`src/rtl/uart_rx_fifo_if.sv`:
```
// Drain/status bundle between uart_rx_fifo (slave) and its consumer (master).
// UART_RX_PARITY_EN adds the sticky parity_error_p flag.
interface uart_rx_fifo_if #(
    parameter int CNT_W = 6
);
    logic             fifo_rx_rd_en_p;
    logic [7:0]       fifo_rx_dout_p;
    logic             fifo_rx_empty_p;
    logic             fifo_rx_full_p;
    logic [CNT_W-1:0] fifo_rx_data_count_p;
    logic             receive_done_p;
    logic             receive_done_ack_p;
    logic             framing_error_p;
    logic             overrun_p;
    logic             error_clr_p;
`ifdef UART_RX_PARITY_EN
    logic             parity_error_p;
`endif

    modport master (
        output fifo_rx_rd_en_p,
        output receive_done_ack_p,
        output error_clr_p,
        input  fifo_rx_dout_p,
        input  fifo_rx_empty_p,
        input  fifo_rx_full_p,
        input  fifo_rx_data_count_p,
        input  receive_done_p,
        input  framing_error_p,
`ifdef UART_RX_PARITY_EN
        input  parity_error_p,
`endif
        input  overrun_p
    );

    modport slave (
        input  fifo_rx_rd_en_p,
        input  receive_done_ack_p,
        input  error_clr_p,
        output fifo_rx_dout_p,
        output fifo_rx_empty_p,
        output fifo_rx_full_p,
        output fifo_rx_data_count_p,
        output receive_done_p,
        output framing_error_p,
`ifdef UART_RX_PARITY_EN
        output parity_error_p,
`endif
        output overrun_p
    );
endinterface

```
`src/rtl/uart_rx_fifo.sv`:
```
// 8N1 UART receiver with 16x oversampling, receive FIFO and idle-gap end-of-frame flag.
// Define UART_RX_PARITY_EN for 8E1 framing with a sticky parity_error_p flag.
module uart_rx_fifo #(
    parameter int FIFO_DEPTH = 32,
    parameter int CNT_W      = 6,
    parameter int IDLE_BITS  = 10
) (
    input  logic               clk210_p,
    input  logic               reset_n_p,
    input  logic               baud_16_x_p,
    input  logic               rx_p,
    uart_rx_fifo_if.slave      rx_bus
);
    localparam int AW         = $clog2(FIFO_DEPTH);
    localparam int IW         = 12;
    localparam int IDLE_TICKS = IDLE_BITS * 16;

    typedef enum logic [2:0] {
        RX_IDLE   = 3'd0,
        RX_START  = 3'd1,
        RX_DATA   = 3'd2,
        RX_STOP   = 3'd3,
        RX_PUSH   = 3'd4
`ifdef UART_RX_PARITY_EN
        , RX_PARITY = 3'd5
`endif
    } rx_state_e;

`ifdef UART_RX_PARITY_EN
    function automatic logic even_parity_bad(input logic [7:0] data, input logic par);
        return (^data) ^ par;
    endfunction
`endif

    logic             sync1_r;
    logic             sync2_r;
    logic             rx_s;
    rx_state_e        state_r;
    logic [3:0]       os_cnt_r;
    logic [2:0]       bit_cnt_r;
    logic [7:0]       shift_r;
    logic             hunt_r;
    logic             armed_r;
    logic [IW-1:0]    idle_cnt_r;
    logic             done_r;
    logic             framing_err_r;
    logic             overrun_r;
`ifdef UART_RX_PARITY_EN
    logic             parity_err_r;
    logic             par_bad_r;
`endif

    logic [7:0]       mem_r [FIFO_DEPTH];
    logic [AW-1:0]    wr_ptr_r;
    logic [AW-1:0]    rd_ptr_r;
    logic [CNT_W-1:0] count_r;
    logic [CNT_W-1:0] count_nxt_s;
    logic             empty_r;
    logic             full_r;
    logic [7:0]       dout_r;
    logic             pop_s;
    logic             push_s;

    // Two-flop synchronizer, preset high to match the idle line.
    always_ff @(posedge clk210_p or negedge reset_n_p) begin
        if (!reset_n_p) begin
            sync1_r <= 1'b1;
            sync2_r <= 1'b1;
        end else begin
            sync1_r <= rx_p;
            sync2_r <= sync1_r;
        end
    end

    assign rx_s = sync2_r;

    // A pop in the push cycle frees the slot, so a full FIFO can still accept.
    assign pop_s  = rx_bus.fifo_rx_rd_en_p & ~empty_r;
    assign push_s = (state_r == RX_PUSH) & (~full_r | pop_s);

    // Next occupancy from the push/pop pair.
    always_comb begin
        count_nxt_s = count_r;
        case ({push_s, pop_s})
            2'b10:   count_nxt_s = count_r + CNT_W'(1);
            2'b01:   count_nxt_s = count_r - CNT_W'(1);
            default: count_nxt_s = count_r;
        endcase
    end

    // Frame receiver FSM with sticky errors and end-of-frame timing.
    always_ff @(posedge clk210_p or negedge reset_n_p) begin
        if (!reset_n_p) begin
            state_r       <= RX_IDLE;
            os_cnt_r      <= 4'd0;
            bit_cnt_r     <= 3'd0;
            shift_r       <= 8'd0;
            hunt_r        <= 1'b0;
            armed_r       <= 1'b0;
            idle_cnt_r    <= '0;
            done_r        <= 1'b0;
            framing_err_r <= 1'b0;
            overrun_r     <= 1'b0;
`ifdef UART_RX_PARITY_EN
            parity_err_r  <= 1'b0;
            par_bad_r     <= 1'b0;
`endif
        end else begin
            // Clears come first so a same-cycle set below overrides them.
            if (rx_bus.error_clr_p) begin
                framing_err_r <= 1'b0;
                overrun_r     <= 1'b0;
`ifdef UART_RX_PARITY_EN
                parity_err_r  <= 1'b0;
`endif
            end
            if (done_r && rx_bus.receive_done_ack_p) begin
                done_r <= 1'b0;
            end
            case (state_r)
                RX_IDLE: begin
                    if (baud_16_x_p) begin
                        if (rx_s) begin
                            hunt_r <= 1'b1;
                            if (armed_r) begin
                                if (idle_cnt_r == IW'(IDLE_TICKS - 1)) begin
                                    done_r     <= 1'b1;
                                    armed_r    <= 1'b0;
                                    idle_cnt_r <= '0;
                                end else begin
                                    idle_cnt_r <= idle_cnt_r + IW'(1);
                                end
                            end
                        end else if (hunt_r) begin
                            state_r    <= RX_START;
                            os_cnt_r   <= 4'd0;
                            idle_cnt_r <= '0;
                        end
                    end
                end
                RX_START: begin
                    if (baud_16_x_p) begin
                        if (os_cnt_r == 4'd7) begin
                            os_cnt_r  <= 4'd0;
                            bit_cnt_r <= 3'd0;
                            state_r   <= rx_s ? RX_IDLE : RX_DATA;
                        end else begin
                            os_cnt_r <= os_cnt_r + 4'd1;
                        end
                    end
                end
                RX_DATA: begin
                    if (baud_16_x_p) begin
                        if (os_cnt_r == 4'd15) begin
                            os_cnt_r           <= 4'd0;
                            shift_r[bit_cnt_r] <= rx_s;
                            if (bit_cnt_r == 3'd7) begin
`ifdef UART_RX_PARITY_EN
                                state_r <= RX_PARITY;
`else
                                state_r <= RX_STOP;
`endif
                            end else begin
                                bit_cnt_r <= bit_cnt_r + 3'd1;
                            end
                        end else begin
                            os_cnt_r <= os_cnt_r + 4'd1;
                        end
                    end
                end
`ifdef UART_RX_PARITY_EN
                RX_PARITY: begin
                    if (baud_16_x_p) begin
                        if (os_cnt_r == 4'd15) begin
                            os_cnt_r  <= 4'd0;
                            par_bad_r <= even_parity_bad(shift_r, rx_s);
                            state_r   <= RX_STOP;
                        end else begin
                            os_cnt_r <= os_cnt_r + 4'd1;
                        end
                    end
                end
`endif
                RX_STOP: begin
                    if (baud_16_x_p) begin
                        if (os_cnt_r == 4'd15) begin
                            os_cnt_r <= 4'd0;
                            if (!rx_s) begin
                                // Wait for the line to go high before hunting again.
                                framing_err_r <= 1'b1;
                                hunt_r        <= 1'b0;
                                state_r       <= RX_IDLE;
`ifdef UART_RX_PARITY_EN
                            end else if (par_bad_r) begin
                                parity_err_r <= 1'b1;
                                state_r      <= RX_IDLE;
`endif
                            end else begin
                                state_r <= RX_PUSH;
                            end
                        end else begin
                            os_cnt_r <= os_cnt_r + 4'd1;
                        end
                    end
                end
                RX_PUSH: begin
                    if (full_r && !pop_s) begin
                        overrun_r <= 1'b1;
                    end else begin
                        armed_r    <= 1'b1;
                        idle_cnt_r <= '0;
                    end
                    state_r <= RX_IDLE;
                end
                default: begin
                    state_r <= RX_IDLE;
                end
            endcase
        end
    end

    // FIFO pointers, flags and registered read port.
    always_ff @(posedge clk210_p or negedge reset_n_p) begin
        if (!reset_n_p) begin
            wr_ptr_r <= '0;
            rd_ptr_r <= '0;
            count_r  <= '0;
            empty_r  <= 1'b1;
            full_r   <= 1'b0;
            dout_r   <= 8'd0;
        end else begin
            if (push_s) begin
                wr_ptr_r <= wr_ptr_r + AW'(1);
            end
            if (pop_s) begin
                rd_ptr_r <= rd_ptr_r + AW'(1);
                dout_r   <= mem_r[rd_ptr_r];
            end
            count_r <= count_nxt_s;
            empty_r <= (count_nxt_s == CNT_W'(0));
            full_r  <= (count_nxt_s == CNT_W'(FIFO_DEPTH));
        end
    end

    // FIFO storage; contents are only observable after a write.
    always_ff @(posedge clk210_p) begin
        if (push_s) begin
            mem_r[wr_ptr_r] <= shift_r;
        end
    end

    assign rx_bus.fifo_rx_dout_p       = dout_r;
    assign rx_bus.fifo_rx_empty_p      = empty_r;
    assign rx_bus.fifo_rx_full_p       = full_r;
    assign rx_bus.fifo_rx_data_count_p = count_r;
    assign rx_bus.receive_done_p       = done_r;
    assign rx_bus.framing_error_p      = framing_err_r;
    assign rx_bus.overrun_p            = overrun_r;
`ifdef UART_RX_PARITY_EN
    assign rx_bus.parity_error_p       = parity_err_r;
`endif

endmodule

```
`src/flat_wrapper.sv`:
```
// flat-port wrapper written by rule: the top's interface ports become plain ports
module uart_rx_fifo_flat 
#(
    parameter int FIFO_DEPTH = 32,
    parameter int CNT_W      = 6,
    parameter int IDLE_BITS  = 10
)
  (clk210_p, reset_n_p, baud_16_x_p, rx_p, rx_bus_fifo_rx_rd_en_p, rx_bus_receive_done_ack_p, rx_bus_error_clr_p, rx_bus_fifo_rx_dout_p, rx_bus_fifo_rx_empty_p, rx_bus_fifo_rx_full_p, rx_bus_fifo_rx_data_count_p, rx_bus_receive_done_p, rx_bus_framing_error_p, rx_bus_overrun_p);
  uart_rx_fifo_if #(.CNT_W(CNT_W)) rx_bus_i ();
  input  logic clk210_p;
  input  logic reset_n_p;
  input  logic baud_16_x_p;
  input  logic rx_p;
  input wire logic [$bits(rx_bus_i.fifo_rx_rd_en_p)-1:0] rx_bus_fifo_rx_rd_en_p;
  input wire logic [$bits(rx_bus_i.receive_done_ack_p)-1:0] rx_bus_receive_done_ack_p;
  input wire logic [$bits(rx_bus_i.error_clr_p)-1:0] rx_bus_error_clr_p;
  output wire logic [$bits(rx_bus_i.fifo_rx_dout_p)-1:0] rx_bus_fifo_rx_dout_p;
  output wire logic [$bits(rx_bus_i.fifo_rx_empty_p)-1:0] rx_bus_fifo_rx_empty_p;
  output wire logic [$bits(rx_bus_i.fifo_rx_full_p)-1:0] rx_bus_fifo_rx_full_p;
  output wire logic [$bits(rx_bus_i.fifo_rx_data_count_p)-1:0] rx_bus_fifo_rx_data_count_p;
  output wire logic [$bits(rx_bus_i.receive_done_p)-1:0] rx_bus_receive_done_p;
  output wire logic [$bits(rx_bus_i.framing_error_p)-1:0] rx_bus_framing_error_p;
  output wire logic [$bits(rx_bus_i.overrun_p)-1:0] rx_bus_overrun_p;
  assign rx_bus_i.fifo_rx_rd_en_p = rx_bus_fifo_rx_rd_en_p;
  assign rx_bus_i.receive_done_ack_p = rx_bus_receive_done_ack_p;
  assign rx_bus_i.error_clr_p = rx_bus_error_clr_p;
  assign rx_bus_fifo_rx_dout_p = rx_bus_i.fifo_rx_dout_p;
  assign rx_bus_fifo_rx_empty_p = rx_bus_i.fifo_rx_empty_p;
  assign rx_bus_fifo_rx_full_p = rx_bus_i.fifo_rx_full_p;
  assign rx_bus_fifo_rx_data_count_p = rx_bus_i.fifo_rx_data_count_p;
  assign rx_bus_receive_done_p = rx_bus_i.receive_done_p;
  assign rx_bus_framing_error_p = rx_bus_i.framing_error_p;
  assign rx_bus_overrun_p = rx_bus_i.overrun_p;
  uart_rx_fifo #(.FIFO_DEPTH(FIFO_DEPTH), .CNT_W(CNT_W), .IDLE_BITS(IDLE_BITS)) u_core (.clk210_p(clk210_p), .reset_n_p(reset_n_p), .baud_16_x_p(baud_16_x_p), .rx_p(rx_p), .rx_bus(rx_bus_i));
endmodule
```
`config.mk`:
```
export PLATFORM = sky130hd
export DESIGN_NAME = uart_rx_fifo_flat
export DESIGN_NICKNAME = d
export VERILOG_FILES = /design/src/rtl/uart_rx_fifo_if.sv /design/src/rtl/uart_rx_fifo.sv /design/src/flat_wrapper.sv
export SDC_FILE = /design/constraint.sdc
export NUM_CORES = 1
export LEC_CHECK = 0
export CORE_MARGIN = 8
export CORE_UTILIZATION = 60
export DETAILED_ROUTE_END_ITERATION = 12
export PLACE_DENSITY = 0.75
export SYNTH_ARGS = -nofsm -noshare
export SYNTH_HDL_FRONTEND = slang
export SYNTH_SLANG_ARGS = --single-unit
```
`constraint.sdc`:
```
create_clock -name clk210_p -period 4.47 [get_ports clk210_p]
set_input_delay 0.447 -clock clk210_p [delete_from_list [all_inputs] [get_ports clk210_p]]
set_output_delay 0.447 -clock clk210_p [all_outputs]
set_load 0.05 [all_outputs]
```
; Word level (Yosys, flattened, before mapping)
; Memory sizes are Yosys's and may differ from the RTL's. A register that Yosys moved wholly into a read port is not among the register bits.
; Cells that the tools add are included.
[totals]
regBits = 55
latch_bits = 0
mem_bits_rw = 256
romBits = 0
in_bits = 7
out_inout_bits = 19
word_cells = 145
n_memories = 1
[classes]
addsub = 7
mul = 0
div = 0
order_cmp = 2
n_eq_ne = 28
shifts = 0
n_mux = 66
bitwise_logic = 5
reduce_logical = 19
[mem_list]
columns = memory, depth, word_bits, read_ports, rd_ports_with_merged_regs, wr, line_no
row1 = u_core.mem_r, 32, 8, 1, 1, 1, uart_rx_fifo.sv:53  ; logic [7:0] mem_r [FIFO_DEPTH];
[ops]
columns = operator, count
row1 = 12-bit 2-to-1 mux, 6
row2 = 3-bit 2-to-1 mux, 16
row3 = 4-bit 2-to-1 mux, 7
row4 = 1-bit 2-to-1 mux, 27
row5 = 12-bit one-hot mux with 2 select lines, 1
row6 = 6-bit AND reduction, 3
row7 = "2-bit inequality test, second input constant", 8
row8 = "2-bit by 1-bit inequality test with 1-bit output, second input constant", 7
row9 = "12-bit by 1-bit adder with 12-bit output, second input constant", 1
row10 = "12-bit by 8-bit equality test with 1-bit output, second input constant", 1
row11 = 3-bit one-hot mux with 4 select lines, 1
row12 = 4-bit one-hot mux with 3 select lines, 1
row13 = 6-bit one-hot mux with 2 select lines, 1
row14 = "5-bit by 1-bit adder with 5-bit output, second input constant", 2
row15 = 10-bit AND reduction, 1
row16 = 8-bit bitwise mux, 1
row17 = "6-bit by 1-bit adder with 6-bit output, second input constant", 1
row18 = "3-bit by 2-bit equality test with 1-bit output, second input constant", 2
row19 = "3-bit equality test, second input constant", 2
row20 = "6-bit equality test, second input constant", 1
row21 = 6-bit zero test, 1
row22 = 3-bit one-hot mux with 2 select lines, 1
row23 = 2-bit nonzero test, 3
row24 = "6-bit by 1-bit subtractor with 6-bit output, second input constant", 1
row25 = 25 further kinds, 31

; Logic depth before layout (Yosys ltp)
; Gate-level depths: netlist of run 1.
[logic_depth]
word_depth = 7
ltp_mapped = 14
mapped_depth_nobuf = 11

; Worst setup path before layout of run 1
; OpenSTA, ideal clock, no wires.
[synth_timing]
path_kind = flip-flop to flip-flop
from = register u_core.state_r[2]
to = register u_core.full_r, in the netlist u_core.rx_bus.fifo_rx_full_p
setup_ns = 0.138
arrival_time_ns = 2.950
required_time_ns = 4.332
path_slack_ns = 1.381
stages_incl_launch_ff = 15
path_buffers = 3
period_less_slack_ns = 3.089
cell_sequence = dfrtp_1 > buf_2 > or3b_1 > a21oi_1 > buf_2 > inv_1 > ha_1 > buf_4 > xor2_1 > ha_1 > a211oi_1 > or3_1 > or3_1 > o311ai_1 > nor4bb_2
[synth_between]
elab_chain_cells = 5
elab_cells_between_ends = 6
classes_between = eq/ne: 4 / mux: 1 / bitwise: 1
[synth_lines]
columns = element, line_no
row1 = from (decl), uart_rx_fifo.sv:38  ; rx_state_e state_r;
row2 = from (signal assigned), uart_rx_fifo.sv:146  ; state_r <= rx_s ? RX_IDLE : RX_DATA;
row3 = 3-bit equality test *, uart_rx_fifo.sv:79  ; assign push_s = (state_r == RX_PUSH) & (~full_r | pop_s);
row4 = 1-bit AND *, uart_rx_fifo.sv:79
row5 = 2-bit by 1-bit equality test with 1-bit output / 2-bit equality test (equally long branches), uart_rx_fifo.sv:84  ; case ({push_s, pop_s})
row6 = 6-bit one-hot mux with 2 select lines *, uart_rx_fifo.sv:84
row7 = 6-bit equality test *, uart_rx_fifo.sv:241  ; full_r <= (count_nxt_s == CNT_W'(FIFO_DEPTH));
row8 = to (signal assigned), uart_rx_fifo.sv:241
row9 = to (decl), uart_rx_fifo.sv:59  ; logic full_r;
; Every way passes the cells marked *; elsewhere a longest branch is shown, timed or not.
; A chain may end at the register's enable or synchronous reset.

; Final worst setup path of run 1
[layout_timing]
from = register u_core.state_r[0]
to = register u_core.full_r, in the netlist u_core.rx_bus.fifo_rx_full_p
; Same word-level chain as after synthesis.

==> results of run 1 <==
[layout make-up]
class	count	area (um2)	share of cell area, %
clock buffers	38	822	5.61
clock inverters	19	246	1.68
inverters	12	45.0	0.307
multi-input cells	448	3640	24.8
flip-flops and latches	319	9270	63.2
well taps	280	350	2.39
repair buffers	29	288	1.96
[synthesized netlist by cell type (6+ instances only)]
| master | count | area share (%) |
|---|---|---|
| sky130_fd_sc_hd__nand2_1 | 40 | 1.1 |
| sky130_fd_sc_hd__edfxtp_1 | 256 | 58 |
| sky130_fd_sc_hd__mux2i_1 | 64 | 4.8 |
| sky130_fd_sc_hd__nand3_1 | 12 | 0.45 |
| sky130_fd_sc_hd__buf_4 | 8 | 0.45 |
| sky130_fd_sc_hd__nand4_1 | 7 | 0.33 |
| sky130_fd_sc_hd__ha_1 | 12 | 1.1 |
| sky130_fd_sc_hd__clkbuf_1 | 14 | 0.40 |
| sky130_fd_sc_hd__mux2_1 | 9 | 0.77 |
| sky130_fd_sc_hd__inv_1 | 11 | 0.31 |
| sky130_fd_sc_hd__a2111oi_1 | 6 | 0.45 |
| sky130_fd_sc_hd__nor4_1 | 10 | 0.47 |
| sky130_fd_sc_hd__nor2_1 | 71 | 2.0 |
| sky130_fd_sc_hd__nand3b_1 | 8 | 0.45 |
| sky130_fd_sc_hd__nor3_1 | 19 | 0.72 |
| sky130_fd_sc_hd__nand2b_1 | 10 | 0.47 |
| sky130_fd_sc_hd__mux4_2 | 40 | 6.8 |
| sky130_fd_sc_hd__o21ai_0 | 13 | 0.49 |
| sky130_fd_sc_hd__xnor2_1 | 9 | 0.60 |
| sky130_fd_sc_hd__a21oi_1 | 9 | 0.34 |
| sky130_fd_sc_hd__o21ai_1 | 16 | 0.61 |
| sky130_fd_sc_hd__buf_2 | 16 | 0.61 |
| sky130_fd_sc_hd__o31ai_1 | 6 | 0.34 |
| sky130_fd_sc_hd__dfrtp_1 | 60 | 11 |
| sky130_fd_sc_hd__o22ai_1 | 27 | 1.3 |
[sequential cells by signal (all words and copies together) (netlist names), 4 cells and up]
signal,count
u_core.idle_cnt_r,12
u_core.rx_bus.fifo_rx_data_count_p,6
u_core.shift_r,8
u_core.rd_ptr_r,5
u_core.rx_bus.fifo_rx_dout_p,8
u_core.mem_r,256
u_core.os_cnt_r,4
u_core.wr_ptr_r,5
[cell families after synthesis]
kind of cell             synth area share, %
AO/OA/AOI/OAI                           4.98
flip-flops                              70.1
adder cells (fa/ha/maj)                 1.14
buffers and inverters                   2.32
AND/OR/NAND/NOR                         8.05
multiplexers                            12.5
XOR/XNOR                               0.862
[routing by layer]
metal	vias to the layer above	track usage (%)
met5	-	0
met4	0	7.41
met3	56	2.79
met2	315	33.3
met1	3683	26.0
li1	3255	-
[report_power, final]
| part | switching [mW] | internal [mW] |
|---|---|---|
| Combinational | 0.948 | 0.753 |
| Sequential | 0.416 | 3.32 |
| Clock | 1.04 | 1.64 |
[worst max path at each step]
| stage | from | to | cells past startpoint |
|---|---|---|---|
| after floorplan | u_core.state_r[2] | u_core.rx_bus.fifo_rx_full_p | 14 |
| after global placement | rx_bus_fifo_rx_rd_en_p | u_core.rx_bus.fifo_rx_full_p | 11 |
| after detailed placement | rx_bus_fifo_rx_rd_en_p | u_core.rx_bus.fifo_rx_full_p | 12 |
| after CTS | u_core.state_r[0] | u_core.rx_bus.fifo_rx_full_p | 11 |
| after global routing | u_core.state_r[0] | u_core.rx_bus.fifo_rx_full_p | 11 |
| final | u_core.state_r[0] | u_core.rx_bus.fifo_rx_full_p | 11 |
==> reports/qor.csv, run 1 <==
metric,value,unit
run_status,completed,
drive_above_1_share,12.4,%
clockRootBuffer,sky130_fd_sc_hd__clkbuf_16,
yosys_warnings,0,
port_buffers,25,
hp_class,in2async,
die-area,27000,um2
globalplace.congestion,0.905,
remaining_drc_errors,0,
antenna_found_initial,0,
route.antenna.remaining_nets,0,
worstReg2RegEnd,u_core.rx_bus.fifo_rx_full_p,
hold_violations,0,
highest_layer_used_for_signal_routing,met4,
num_io_pins,26,
worstReg2RegStart,u_core.state_r[0],
overflow_left_after_global_routing,0,
synth.yosys.seq_area_share,70.1,%
cts_tree,yes,
cap_violations,0,
floorplan.initialDensity,60.7,%
vdd.ir_drop.worst,347,uV
placed_cell_area,13600,um2
final_setup_violating_endpoints,0,
n_fill_cell,1423,
final_net_count,860,
avgRoutedWirePerCell,23.1,um
top_library_cells_by_usage_in_the_layout_fill_and_taps_aside,"sky130_fd_sc_hd__edfxtp_1, sky130_fd_sc_hd__nor2_1, sky130_fd_sc_hd__mux2i_1, sky130_fd_sc_hd__dfrtp_1",
cp_slowest_stage_delay,0.51,ns
fin_area,14700,um2
routedLengthMet1,10500,um
synth-main-ff-cell,sky130_fd_sc_hd__edfxtp_1,
floorplan.die.height,164,um
largest_delay_contributor_family_on_the_critical_path,simple AND/OR/NAND/NOR gates,
die_w,164,um
cts_made_buffers,31,
ys_ff_latch,319,
timing.critical_path.to_type,flip-flop,
grt_max_degree,56,
worstPathBufferInverterCount,1,
cts.repair.resized,0,
wl_met2,13100,um
holdWs,0.0721,ns
vias,7309,
timing.reg2reg.setup_slack,1.16,ns
power.static_leakage,5.02,nW
required,4.92,ns
yosysUniqueCellTypes,64,
placement_rows,54,
finalMaxSlewViolations,0,
drt-pass1-iter-count,6,
worst-setup-path-type,reg2reg,
avgSynthCellArea,16.0,um2
placeableCoreArea,21800,um2
dp.final_hpwl,16300,um
detail_route.vias_per_cell,6.38,
postLayoutCoreUtil,67.4,%
hold_buffers,0,
finClkSkew,0.0229,ns
synth.net_count,844,
drt_wl_total,26400,um
detailroute.wirelength.met3,1870,um
clkLatencyLatePin,0.55,ns
preCtsSetupSlack,0.988,ns
rsz_0062_raised_after_global_routing,false,
htreeDepth,1,
syn-instance-count,825,
worst_setup_hold_path_clk_slew,0.06,ns
syn_to_layout_area_delta,11.0,%
via_count_of_the_first_global_routing_pass,7416,
final_period_minus_worst_setup_slack,3.31,ns
timing.critical_path.from_type,flip-flop,
worst-r2r-cell-count,11,
final_min_period_over_clock_period,74.0,%
p_total,8.13,mW
layoutNonFillerInstCount,1145,
mapped_area,13200,um2
most_common_library_cell_in_the_layout_ignoring_fill_and_taps,sky130_fd_sc_hd__edfxtp_1,
grt_util_all_layers,19.8,%
grt_pass1_wl,41000,um
insertedDiodeCount,0,
detailedRoute.firstIterationViolations,746,
post-cts-setup-buffers,0,
worstPathCellList,or3b_1 > a21oi_1 > inv_1 > ha_1 > xor2_1 > ha_1 > a21oi_1 > xor2_1 > and4b_2 > o311ai_1 > nor4bb_2,
critPathMaxFanout,12,
sinks_on_clock_net,319,
fmax,0.302,GHz
worst_path_max_delay_cell,sky130_fd_sc_hd__dfrtp_1,
power.density_cell_area,554,nW/um2
cts.path.max_buffers,3,
ys_async_sr_fraction,19.7,%
post-route-worst-setup-slack,1.16,ns
post-place-cells,1088,
crit_arrival,3.76,ns
synth_enable_flop_cells,256,
relSlewSlack,12.9,%
totalNegativeSetupSlack,0,ns
worst-slew-pin-transition,1.31,ns
Note: power is estimated with default switching activity, not from simulation.
==> inputs of run 2 (changes only) <==
==> constraint.sdc (replaced) <==
create_clock -name clk210_p -period 3.41 [get_ports clk210_p]
set_input_delay 0.341 -clock clk210_p [delete_from_list [all_inputs] [get_ports clk210_p]]
set_output_delay 0.341 -clock clk210_p [all_outputs]
set_load 0.05 [all_outputs]
==> reports/qor.csv, run 2 (synthesis gave the netlist of run 1 again) <==
metric,value,unit,change
final_period_minus_worst_setup_slack,2.91,ns,was 3.31 ns
top_library_cells_by_usage_in_the_layout_fill_and_taps_aside,"sky130_fd_sc_hd__edfxtp_1, sky130_fd_sc_hd__nor2_1, sky130_fd_sc_hd__mux2i_1, sky130_fd_sc_hd__dfrtp_1",,unchanged
route.antenna.remaining_nets,0,,unchanged
worstPathCellList,or3b_1 > a21oi_1 > inv_1 > ha_1 > xor2_1 > ha_1 > a211oi_1 > or3_1 > or3_1 > o311ai_1 > nor4bb_2,,was or3b_1 > a21oi_1 > inv_1 > ha_1 > xor2_1 > ha_1 > a21oi_1 > xor2_1 > and4b_2 > o311ai_1 > nor4bb_2
port_buffers,25,,unchanged
most_common_library_cell_in_the_layout_ignoring_fill_and_taps,sky130_fd_sc_hd__edfxtp_1,,unchanged
totalNegativeSetupSlack,0,ns,unchanged
final_setup_violating_endpoints,0,,unchanged
worst-slew-pin-transition,1.31,ns,about the same
cp_slowest_stage_delay,0.43,ns,was 0.51 ns
required,3.83,ns,was 4.92 ns
placeableCoreArea,21800,um2,unchanged
floorplan.die.height,164,um,unchanged
power.static_leakage,5.26,nW,was 5.02 nW
final_min_period_over_clock_period,85.2,%,was 74.0%
relSlewSlack,12.9,%,about the same
failed_checks,negative hold slack,,
run_status,"complete, but fails checks",,was completed
n_fill_cell,1423,,unchanged
overflow_left_after_global_routing,0,,unchanged
insertedDiodeCount,0,,unchanged
sinks_on_clock_net,319,,unchanged
timing.critical_path.to_type,flip-flop,,unchanged
hp_class,in2async,,unchanged
final_net_count,886,,was 860
cts_tree,yes,,unchanged
dp.final_hpwl,16700,um,was 16300 um
hold_violations,14,,was 0
remaining_drc_errors,0,,unchanged
fmax,0.344,GHz,was 0.302 GHz
drt_wl_total,26200,um,was 26400 um
reg_top3,"u_core.mem_r: 256 flops, u_core.idle_cnt_r: 12 flops",,unchanged
worst-setup-path-type,reg2reg,,unchanged
globalplace.congestion,0.893,,was 0.905
drt-pass1-iter-count,5,,was 6
cts.repair.resized,0,,unchanged
rsz_0062_raised_after_global_routing,false,,unchanged
post-cts-setup-buffers,0,,unchanged
crit_arrival,3.33,ns,was 3.76 ns
die-area,27000,um2,unchanged
hold_buffers,0,,unchanged
antenna_found_initial,0,,unchanged
htreeDepth,1,,unchanged
post-route-worst-setup-slack,0.503,ns,was 1.16 ns
grt_util_all_layers,19.7,%,was 19.8%
avgRoutedWirePerCell,22.4,um,was 23.1 um
num_io_pins,26,,unchanged
power.density_cell_area,715,nW/um2,was 554 nW/um2
floorplan.initialDensity,60.7,%,unchanged
cts.path.max_buffers,3,,unchanged
placement_rows,54,,unchanged
clockRootBuffer,sky130_fd_sc_hd__clkbuf_16,,unchanged
grt_max_degree,51,,was 56
die_w,164,um,unchanged
clkLatencyLatePin,0.56,ns,was 0.55 ns
worst_setup_hold_path_clk_slew,0.06,ns,about the same
via_count_of_the_first_global_routing_pass,7410,,was 7416
syn_to_layout_area_delta,12.4,%,was 11.0%
timing.critical_path.from_type,flip-flop,,unchanged
cap_violations,0,,unchanged
layoutNonFillerInstCount,1171,,was 1145
detail_route.vias_per_cell,6.23,,was 6.38
timing.reg2reg.setup_slack,0.50,ns,was 1.16 ns
grt_pass1_wl,41000,um,about the same
post-place-cells,1114,,was 1088
preCtsSetupSlack,0.290,ns,was 0.988 ns
finClkSkew,0.0314,ns,was 0.0229 ns
drive_above_1_share,15.5,%,was 12.4%
largest-register,u_core.mem_r,,unchanged
cts_made_buffers,31,,unchanged
detailedRoute.firstIterationViolations,724,,was 746
largest_reg_flops,256,,unchanged
holdWs,-0.0176,ns,was 0.0721 ns
worst_path_max_delay_cell,sky130_fd_sc_hd__or3b_1,,was sky130_fd_sc_hd__dfrtp_1
critPathMaxFanout,4,,was 12
vias,7296,,was 7309
vdd.ir_drop.worst,484,uV,was 347 uV
finalMaxSlewViolations,0,,unchanged
run 2: worst max-delay path: cells and delay by family, from the launching register on:
kind                     cells  cell delay [ns]
flip-flops                   1             0.38
buffers and inverters        1             0.09
XOR/XNOR                     1             0.18
adder cells (fa/ha/maj)      2             0.45
AO/OA/AOI/OAI                3             0.43
AND/OR/NAND/NOR              4             1.24
run 2: power by group:
part	leakage [nW]	total, mW	switching (mW)	internal (mW)
registers	3.26	4.71	0.349	4.36
clock network	0.518	3.47	1.41	2.07
logic	1.48	2.44	1.41	1.03
run 2: stage by stage:
| step | area (um2) | util, % | power, mW |
|---|---|---|---|
| final | 14800 | 68.2 | 10.6 |
| after global routing | 14800 | 68.2 | 11.0 |
| after CTS | 14800 | 68.2 | 10.7 |
| after detailed placement | 13800 | 63.4 | 7.23 |
| after global placement | 13800 | 63.4 | 7.15 |
| after floorplan | 13200 | - | 6.58 |
run 2: path summary, 6_finish.rpt:
path / from / end / depth (start not counted)
max reg2reg: u_core.state_r[0] / u_core.rx_bus.fifo_rx_full_p / 11
min reg2reg: u_core.sync1_r / u_core.rx_s / 0
min in group clk210_p: rx_p / u_core.sync1_r / 1
max: u_core.state_r[0] / u_core.rx_bus.fifo_rx_full_p / 11
min: reset_n_p / u_core.idle_cnt_r[5] / 1
max in group asynchronous: reset_n_p / u_core.shift_r[2] / 2
run 2: area by class of cell:
| type | instances | area (um2) | area share (%) |
|---|---|---|---|
| Timing Repair Buffer | 55 | 483 | 3.25 |
| Clock buffer | 34 | 797 | 5.37 |
| Tap cell | 280 | 350 | 2.36 |
| Sequential cell | 319 | 9270 | 62.4 |
| Multi-Input combinational cell | 448 | 3640 | 24.5 |
| Inverter | 12 | 45.0 | 0.303 |
| Clock inverter | 23 | 260 | 1.75 |
run 2: per-layer routing:
layer / share of wire [%] / GRT usage [%] / up-vias
li1: - / - / 3306
met1: 41 / 25.4 / 3664
met2: 51 / 34.2 / 272
met3: 6.1 / 2.82 / 54
met4: 2.6 / 6.02 / 0
met5: 0 / 0 / -
==> inputs of run 3 (changes only) <==
--- a/config.mk
+++ b/config.mk
@@ -12,3 +12,4 @@
 export SYNTH_ARGS = -nofsm -noshare
 export SYNTH_HDL_FRONTEND = slang
 export SYNTH_SLANG_ARGS = --single-unit
+export TNS_END_PERCENT = 1
==> results of run 3 <==
The final DEF is identical to that of run 2; final timing and power are the same.
